File: src/rtl/cpu_mem_pkg.sv
// Shared memory-command encodings and the access-unit state type for the multicycle CPU.
package cpu_mem_pkg;

   typedef logic [1:0] mem_cmd_t;

   localparam mem_cmd_t MNONE  = 2'b00;
   localparam mem_cmd_t MREAD  = 2'b01;
   localparam mem_cmd_t MWRITE = 2'b10;

   typedef enum logic [2:0] {
      MAU_IDLE,
      MAU_FETCH,
      MAU_LOAD,
      MAU_STORE,
      MAU_ERR
   } mau_state_e;

endpackage

File: src/rtl/mem_access_unit_wait_timer.sv
// Cycle counter for memory-access timeouts: synchronous clear, count enable, limit-hit flag.
module wait_timer #(
   parameter int unsigned LIMIT = 15
) (
   input  logic clk,
   input  logic reset,
   input  logic clr,
   input  logic en,
   output logic hit
);

   localparam int unsigned CNT_W = (LIMIT > 0) ? $clog2(LIMIT + 1) : 1;

   logic [CNT_W-1:0] cnt;

   // A limit of 0 means the timeout is disabled, so hit never rises.
   assign hit = (LIMIT != 0) && (cnt == CNT_W'(LIMIT));

   // NOTE: sequential state is updated with non-blocking assignments only, so every
   // flop samples pre-edge values regardless of process ordering.
   always_ff @(posedge clk or negedge reset) begin
      if (!reset) begin
         cnt <= '0;
      end else if (clr) begin
         cnt <= '0;
      end else if (en && !hit) begin
         cnt <= cnt + CNT_W'(1);
      end
   end

endmodule

File: src/rtl/mem_access_unit.sv
// Memory-access front end: owns PC/IR/data-address/read-data registers and sequences
// fetch, load and store requests to a variable-latency memory with an optional timeout.
module mem_access_unit
   import cpu_mem_pkg::*;
#(
   parameter int unsigned       DATA_W   = 16,
   parameter int unsigned       ADDR_W   = 9,
   parameter logic [ADDR_W-1:0] RESET_PC = '0,
   parameter int unsigned       MAX_WAIT = 15
) (
   input  logic              clk,
   input  logic              reset,
   input  logic              fetch_req,
   input  logic              ls_req,
   input  logic              ls_write,
   input  logic [ADDR_W-1:0] ls_addr,
   input  logic [DATA_W-1:0] ls_wdata,
   input  logic              pc_load,
   input  logic [ADDR_W-1:0] pc_target,
   output logic              busy,
   output logic              done,
   output logic              err,
   output logic [ADDR_W-1:0] pc,
   output logic [DATA_W-1:0] ir,
   output logic [DATA_W-1:0] ls_rdata,
   output logic [1:0]        mem_cmd,
   output logic [ADDR_W-1:0] mem_addr,
   output logic [DATA_W-1:0] mem_wdata,
   input  logic [DATA_W-1:0] mem_rdata,
   input  logic              mem_ready
);

   mau_state_e        state, state_nxt;
   logic [ADDR_W-1:0] pc_q, addr_q;
   logic [DATA_W-1:0] ir_q, rdata_q, wdata_q;
   logic              done_q;
   logic              in_access, timeout;

   assign in_access = (state == MAU_FETCH) || (state == MAU_LOAD) || (state == MAU_STORE);

   // Counter is held clear in IDLE, so it starts from zero on entry to every access.
   wait_timer #(.LIMIT(MAX_WAIT)) u_wait_timer (
      .clk   (clk),
      .reset (reset),
      .clr   (!in_access),
      .en    (in_access && !mem_ready),
      .hit   (timeout)
   );

   // NOTE: every combinational output gets a default before the case statement so no
   // path through the block leaves a signal unassigned and infers a latch.
   always_comb begin
      state_nxt = state;
      mem_cmd   = MNONE;
      mem_addr  = pc_q;
      unique case (state)
         MAU_IDLE: begin
            if (ls_req) begin
               state_nxt = ls_write ? MAU_STORE : MAU_LOAD;
            end else if (fetch_req) begin
               state_nxt = MAU_FETCH;
            end
         end
         MAU_FETCH, MAU_LOAD, MAU_STORE: begin
            mem_cmd = (state == MAU_STORE) ? MWRITE : MREAD;
            if (state != MAU_FETCH) mem_addr = addr_q;
            // mem_ready in the limit cycle still completes normally.
            if (mem_ready)    state_nxt = MAU_IDLE;
            else if (timeout) state_nxt = MAU_ERR;
         end
         MAU_ERR: begin
            mem_addr = addr_q;
         end
         default: begin
            state_nxt = MAU_IDLE;
         end
      endcase
   end

   always_ff @(posedge clk or negedge reset) begin
      if (!reset) begin
         state   <= MAU_IDLE;
         pc_q    <= RESET_PC;
         ir_q    <= '0;
         rdata_q <= '0;
         addr_q  <= '0;
         wdata_q <= '0;
         done_q  <= 1'b0;
      end else begin
         state  <= state_nxt;
         done_q <= in_access && mem_ready;
         if (state == MAU_IDLE) begin
            if (pc_load) pc_q <= pc_target;
            if (ls_req) begin
               addr_q  <= ls_addr;
               wdata_q <= ls_wdata;
            end
         end
         if (state == MAU_FETCH && mem_ready) begin
            ir_q <= mem_rdata;
            pc_q <= pc_q + ADDR_W'(1);
         end
         if (state == MAU_LOAD && mem_ready) begin
            rdata_q <= mem_rdata;
         end
      end
   end

   assign busy      = (state != MAU_IDLE);
   assign err       = (state == MAU_ERR);
   assign done      = done_q;
   assign pc        = pc_q;
   assign ir        = ir_q;
   assign ls_rdata  = rdata_q;
   assign mem_wdata = wdata_q;

endmodule

File: config.mk
export PLATFORM = sky130hd
export DESIGN_NAME = mem_access_unit
export DESIGN_NICKNAME = d
export VERILOG_FILES = /design/src/rtl/cpu_mem_pkg.sv /design/src/rtl/mem_access_unit_wait_timer.sv /design/src/rtl/mem_access_unit.sv
export SDC_FILE = /design/constraint.sdc
export NUM_CORES = 1
export LEC_CHECK = 0
export CORE_ASPECT_RATIO = 1.4
export CORE_UTILIZATION = 45
export CTS_BUF_LIST = sky130_fd_sc_hd__clkbuf_4 sky130_fd_sc_hd__clkbuf_8
export DETAILED_ROUTE_END_ITERATION = 8
export PLACE_DENSITY = 0.93
export SYNTH_ARGS = -nofsm -noshare
export SYNTH_HDL_FRONTEND = slang
export SYNTH_SLANG_ARGS = --single-unit
File: constraint.sdc
create_clock -name clk -period 1.9 [get_ports clk]
set_input_delay 0.19 -clock clk [delete_from_list [all_inputs] [get_ports clk]]
set_output_delay 0.19 -clock clk [all_outputs]
set_load 0.02 [all_outputs]
======== Yosys cells after proc, flatten, opt, wreduce, memory -nomap -nowiden ========
Index checks and enable logic that the tools add are counted.
Widths: inputs -> output; s select.
storage, ports and cells
  bits in registers ....................... 74
  memories kept ........................... 0
  bits in latches ......................... 0
  ROM bits ................................ 0
  logic and storage cells ................. 52
  output and inout bits ................... 71
  bits of input ports ..................... 57
  RAM bits ................................ 0
operators by class
  $mul .................................... 0
  magnitude comparators ................... 0
  $add $sub $neg .......................... 2
  bitwise operators ....................... 1
  div/mod/pow operators ................... 0
  shifts and indexed selects .............. 0
  eq/ne operators ......................... 9
  multiplexer cells ....................... 15
  reductions and logical operators ........ 17
operators with widths
  kind                 number
  $mux 9               4
  $pmux 9 s2           1
  $mux 3               4
  $add 9x1->9 const B  1
  $pmux 3 s3           1
  $mux 4               2
  $eq 3x2->1 const B   2
  $logic_and 1x1->1    5
  $add 4x1->4 const B  1
  $eq 4x4->1 const B   1
  $mux 2               2
  $reduce_and 2->1     2
  $reduce_bool 2->1    2
  $eq 3x1->1 const B   1
  $eq 3x3->1 const B   1
  $logic_not 3->1      1
  $ne 3x1->1 const B   1
  $ne 3x2->1 const B   1
  $ne 3x3->1 const B   1
  $reduce_and 3->1     1
  $reduce_bool 3->1    1
  $reduce_or 3->1      1
  $logic_not 1->1      2
  $logic_or 1x1->1     2
  3 further kinds      3

======== Depth between registers and ports, before layout ========
  depth after elaboration ................. 7
  gate-level depth with buffers ........... 6
  depth with buffers taken out ............ 5

======== Modules after synthesis ========
From an unflattened synthesis, not the netlist that was laid out.
unflattened totals
  cells, all modules ...................... 269
  area, all modules ....................... 3,354.5 um^2
modules (own cells, without submodules)
  module           sequential area each (um^2)  area each (um^2)  cells an instance  times used
  mem_access_unit  1,751.7                      3,125.5           249                1
  wait_timer       100.1                        229.0             20                 1

======== Worst setup path before layout ========
No wires, ideal clock.
  kind .................................... reg-to-reg
  start point ............................. reg state[1]
  end point ............................... reg addr_q[4]
  setup time .............................. 0.125 ns
  path slack .............................. 0.195 ns
  data required time ...................... 1.775 ns
  buffers on the path ..................... 2
  clock period less this slack ............ 1.705 ns
  arrival ................................. 1.580 ns
  cell stages (with the launch flop) ...... 6
  cells stage by stage .................... dfrtp_1 buf_6 or3_4 nor2_8 buf_4 mux2_2
between the ends
  longest elaborated chain between the ends .. 2
RTL lines
  element                     line                   source
  from (decl)                 mem_access_unit.sv:33  mau_state_e state, state_nxt;
  from (signal assigned)      mem_access_unit.sv:90  state <= state_nxt;
  $logic_not 3->1             mem_access_unit.sv:92  if (state == MAU_IDLE) begin
  $reduce_and 2->1 (no line)  n/a
  to (signal assigned)        mem_access_unit.sv:95  addr_q <= ls_addr;
  to (decl)                   mem_access_unit.sv:34  logic [ADDR_W-1:0] pc_q, addr_q;
Every way passes these cells.
A chain may end at the register's enable or synchronous reset.

======== Worst setup path after layout ========
  start point ............................. reg state[1]
  end point ............................... out mem_addr[4]
between the ends
  longest elaborated chain between the ends .. 3
  elaborated cells between the ends (all ways) .. 8
  classes of those cells .................. eq/ne (5); mux (2); reduce/logical (1)
RTL lines
  element                                           line                                          source
  $eq 3x1->1, or another cell as far along          mem_access_unit.sv:56                         unique case (state)
  $reduce_or 3->1 / $mux 9 (equally long branches)  mem_access_unit.sv:56, mem_access_unit.sv:66
  $pmux 9 s2 *                                      mem_access_unit.sv:56
  to (decl)                                         mem_access_unit.sv:27                         output logic [ADDR_W-1:0] mem_addr,
Mark *: on every way between the ends. The rest lies on a longest branch, timed or not.

==> summary.md <==
Clock latency on the worst-skew pair, taken at its later pin, is 0.34 ns. The mapped netlist covers 3250 um^2. The average cell area after synthesis is 12.1 um^2, and the areal power density over the cells is 1870 nW/um^2. Synthesis produced a netlist with a net count of 328.

The worst path in the final design needs a cycle of 2.00 ns, including I/O delays and setup. Once layout is done, the placed cells without fillers occupy 4960 um^2. The area inside the core boundary was 6980 um^2; the number of enable flip-flop cells after synthesis was 0. Summed over all cells, the static leakage comes to 2.21 nW. The sum of overflow across all layers after global routing was 0; the post-detailed-route wirelength per cell was 17.3 um.

Number of DRC markers after the initial detailed-route iteration: 115. For the number of cells produced by synthesis, the log shows 269. The tools report the initial antenna violation count as 0.

The number of buffers created by CTS was 9. The critical path in this run is classified as reg -> out. The detailed-route DRC error count was 0; the fraction of the cycle the final worst path needs was 1.05. The run gives 0 as the Yosys warning count. The H-tree was split into 3 levels. Counting every sink on the clock net gives 74.

The clock arrives with 0.00814 ns of skew. The clock transition time at the flip-flop clock pins of the worst setup and hold paths is 0.08 ns. The checks that failed: negative setup slack. The worst hold path class was in -> async. In this run the worst path has a maximum fanout of 4. The initial core utilization was 0.465; the max-capacitance violation count was 0. Layout cell share with drive strength beyond 1: 0.275. For the global-route total usage across every layer, the log shows 0.244.

The tools report the least setup slack across all paths after layout as -0.0958 ns. In this run, synthesis produced a sequential element count of 74. The logs give 4730 um^2 for the standard cell area after detailed placement and 2,660 for the overall via count from detail_route. At the worst endpoint, the arrival time is 1.81 ns.

The worst setup path is launched from a register. The floorplan has 36 rows. The actual transition at the worst max-transition pin is 0.481 ns.

Setup repair after global routing could not meet its margin everywhere. The final net count is 476. The number of I/O port buffers was 127; the count of endpoints failing hold in the final timing report was 0. Ranked by total cell area, the synthesized netlist is headed by sky130_fd_sc_hd__dfrtp_1 (57%), sky130_fd_sc_hd__mux2_2 (18%), sky130_fd_sc_hd__nand2_1 (6.4%). Post-synthesis async set-or-reset flop share: 1.00.

The chip width is 73.8 um. For the worst slack at placement, the log shows -0.0827 ns. The count of nets left with antenna violations once routing finished came out at 0. The area growth from synthesis to final layout was 52.7%. The flow ran to the end, but the final reports show violations. The clock passes through at most 2 buffers. After synthesis, the netlist uses 42 different library cells. The worst hold margin is 0.342 ns.

The end-of-flow core utilization was 0.710. The run gives 2,790 as the via count of the first global-routing pass. The wire-length estimate of the detail-placed layout is 6470 um.

The critical path capture point type is a primary output. From bottom edge to top edge, the die measures 103 um. The tools report the pin count of the biggest net entering global routing as 39.

The tools report the master cell of the clock root buffer as sky130_fd_sc_hd__clkbuf_8. For this run, the leading register cell type out of synthesis is sky130_fd_sc_hd__dfrtp_1. The run gives 0.00107 V as the largest voltage drop on the vdd net. Setup violations remaining at the end of the flow were counted as 9. The logs give 8940 um for the total length of routed wires and 0.815 for the global placement routability congestion. The total iterations of the first detailed-routing run was 4; the highest achievable clock rate was 0.501 GHz. Using the TritonRoute via totals, the vias-per-cell ratio works out to 5.15. The repair_antennas step left the layout with diodes totalling 0.

The tools report the wire length of the first global-routing pass as 13,600 um. Count of final max-slew check failures: 0. The largest total area in the synthesized netlist belongs to sky130_fd_sc_hd__dfrtp_1.

The critical path required time is 1.71 ns, and the sequential fraction of the synthesis area is 0.570. TritonCTS built the clock tree. The layout has 491 filler cells.

128 I/O pins were placed. The floorplan step defined a die boundary enclosing 7560 um^2. Headroom to the max-slew limit: 0.680.

The top cell type's share of synthesized area is 0.570, and the power after layout is 0.00929 W.
==> stage by stage <==
step	std cells	TNS (ns)
after floorplan	269	0
after global placement	495	-0.273
after detailed placement	495	-0.550
after CTS	515	-0.0529
after global routing	517	-0.852
final	517	-0.312
==> layer usage <==
metal | vias up | share of wire | track usage
li1 | 1220 | - | -
met1 | 1313 | 0.37 | 0.272
met2 | 102 | 0.55 | 0.426
met3 | 25 | 0.049 | 0.0596
met4 | 0 | 0.034 | 0.129
met5 | - | 0 | 0
==> path summary, 6_finish.rpt <==
kind	start	end	slack (ns)	cells after the start
setup / recovery	state[1]$_DFFE_PN0P_	mem_addr[4]	-0.1	8
hold / removal	reset	mem_wdata[2]$_DFFE_PN0P_	0.34	2
setup reg to reg	state[1]$_DFFE_PN0P_	pc[8]$_DFFE_PN0P_	0.11	5
hold reg to reg	ir[8]$_DFFE_PN0P_	ir[8]$_DFFE_PN0P_	0.47	2
max in group asynchronous	reset	ls_rdata[6]$_DFFE_PN0P_	0.97	3
min in group clk	mem_rdata[8]	ir[8]$_DFFE_PN0P_	0.40	3
==> where the power goes <==
| group | switching [W] | leakage, nW | internal [W] | total (W) |
|---|---|---|---|---|
| registers | 0.000536 | 0.894 | 0.00233 | 0.00286 |
| logic | 0.00253 | 1.21 | 0.00267 | 0.00520 |
| clock network | 0.000559 | 0.105 | 0.000663 | 0.00122 |
==> cells in the mapped netlist, types with 2 or more instances <==
cell type	n
sky130_fd_sc_hd__xnor2_1	2
sky130_fd_sc_hd__xor2_1	2
sky130_fd_sc_hd__buf_6	4
sky130_fd_sc_hd__nand4_1	3
sky130_fd_sc_hd__nand3_1	4
sky130_fd_sc_hd__mux2_2	51
sky130_fd_sc_hd__buf_4	2
sky130_fd_sc_hd__nor2_1	20
sky130_fd_sc_hd__nand2_1	55
sky130_fd_sc_hd__a31oi_1	2
sky130_fd_sc_hd__clkbuf_1	3
sky130_fd_sc_hd__nor3_1	5
sky130_fd_sc_hd__o22ai_1	2
sky130_fd_sc_hd__buf_2	4
sky130_fd_sc_hd__o21ai_0	3
sky130_fd_sc_hd__ha_1	2
sky130_fd_sc_hd__o221a_2	2
sky130_fd_sc_hd__a21oi_1	3
sky130_fd_sc_hd__inv_1	4
sky130_fd_sc_hd__dfrtp_1	74
==> cells by family after synthesis <==
logic type	synth area share
XOR/XNOR	0.0108
AND/OR/NAND/NOR	0.155
multiplexers	0.180
flip-flops	0.570
AO/OA/AOI/OAI	0.0439
buffers and inverters	0.0328
adder cells (fa/ha/maj)	0.00771
==> timing repair <==
item,4_1_cts,5_1_grt
hold buffers,1,0
pin swaps,2,2
endpoints found under the setup margin,13,10
buffers inserted,3,2
gates resized for setup,52,3
endpoints found under the hold margin,36,0
==> cell type report <==
class / instances / area, um^2 / share of cell area
timing repair buffer: 150 / 1480 / 0.298
multi-input combinational: 178 / 1300 / 0.262
inverter: 4 / 15.0 / 0.00303
sequential: 74 / 1850 / 0.374
tap: 95 / 119 / 0.0240
clock buffer: 13 / 154 / 0.0310
clock inverter: 3 / 40.0 / 0.00808
==> critical path, stage by stage, from the launching register on <==
cell and delay (ns):
sky130_fd_sc_hd__dfrtp_1 0.42, sky130_fd_sc_hd__nor2_2 0.14, sky130_fd_sc_hd__nand2_1 0.10, sky130_fd_sc_hd__inv_2 0.10, sky130_fd_sc_hd__nor2_4 0.05, sky130_fd_sc_hd__buf_6 0.13
sky130_fd_sc_hd__buf_6 0.10, sky130_fd_sc_hd__mux2_4 0.29, sky130_fd_sc_hd__buf_6 0.13
==> cells in the final DEF (no fill, tap or decap), drive strengths merged, types with 2 or more instances in the layout <==
cell type and instances:
nor2 22, o22ai 2, buf 33, nand3 4, xor2 2, mux2 51, xnor2 2, dfrtp 74
a31oi 2, nand2 56, o221a 2, o21ai 3, clkdlybuf4s50 113, inv 4, clkinv 2, clkbuf 14
a21oi 3, nor3 5, ha 2, nand4 3, dlygate4sd2 2
==> state kept, by name, summed over array words and instances (netlist names) <==
name / flops
u_wait_timer.cnt: 4
state: 3
addr_q: 9
ls_rdata: 16
pc: 9
done: 1
ir: 16
mem_wdata: 16
Note: power is estimated with default switching activity, not from simulation.
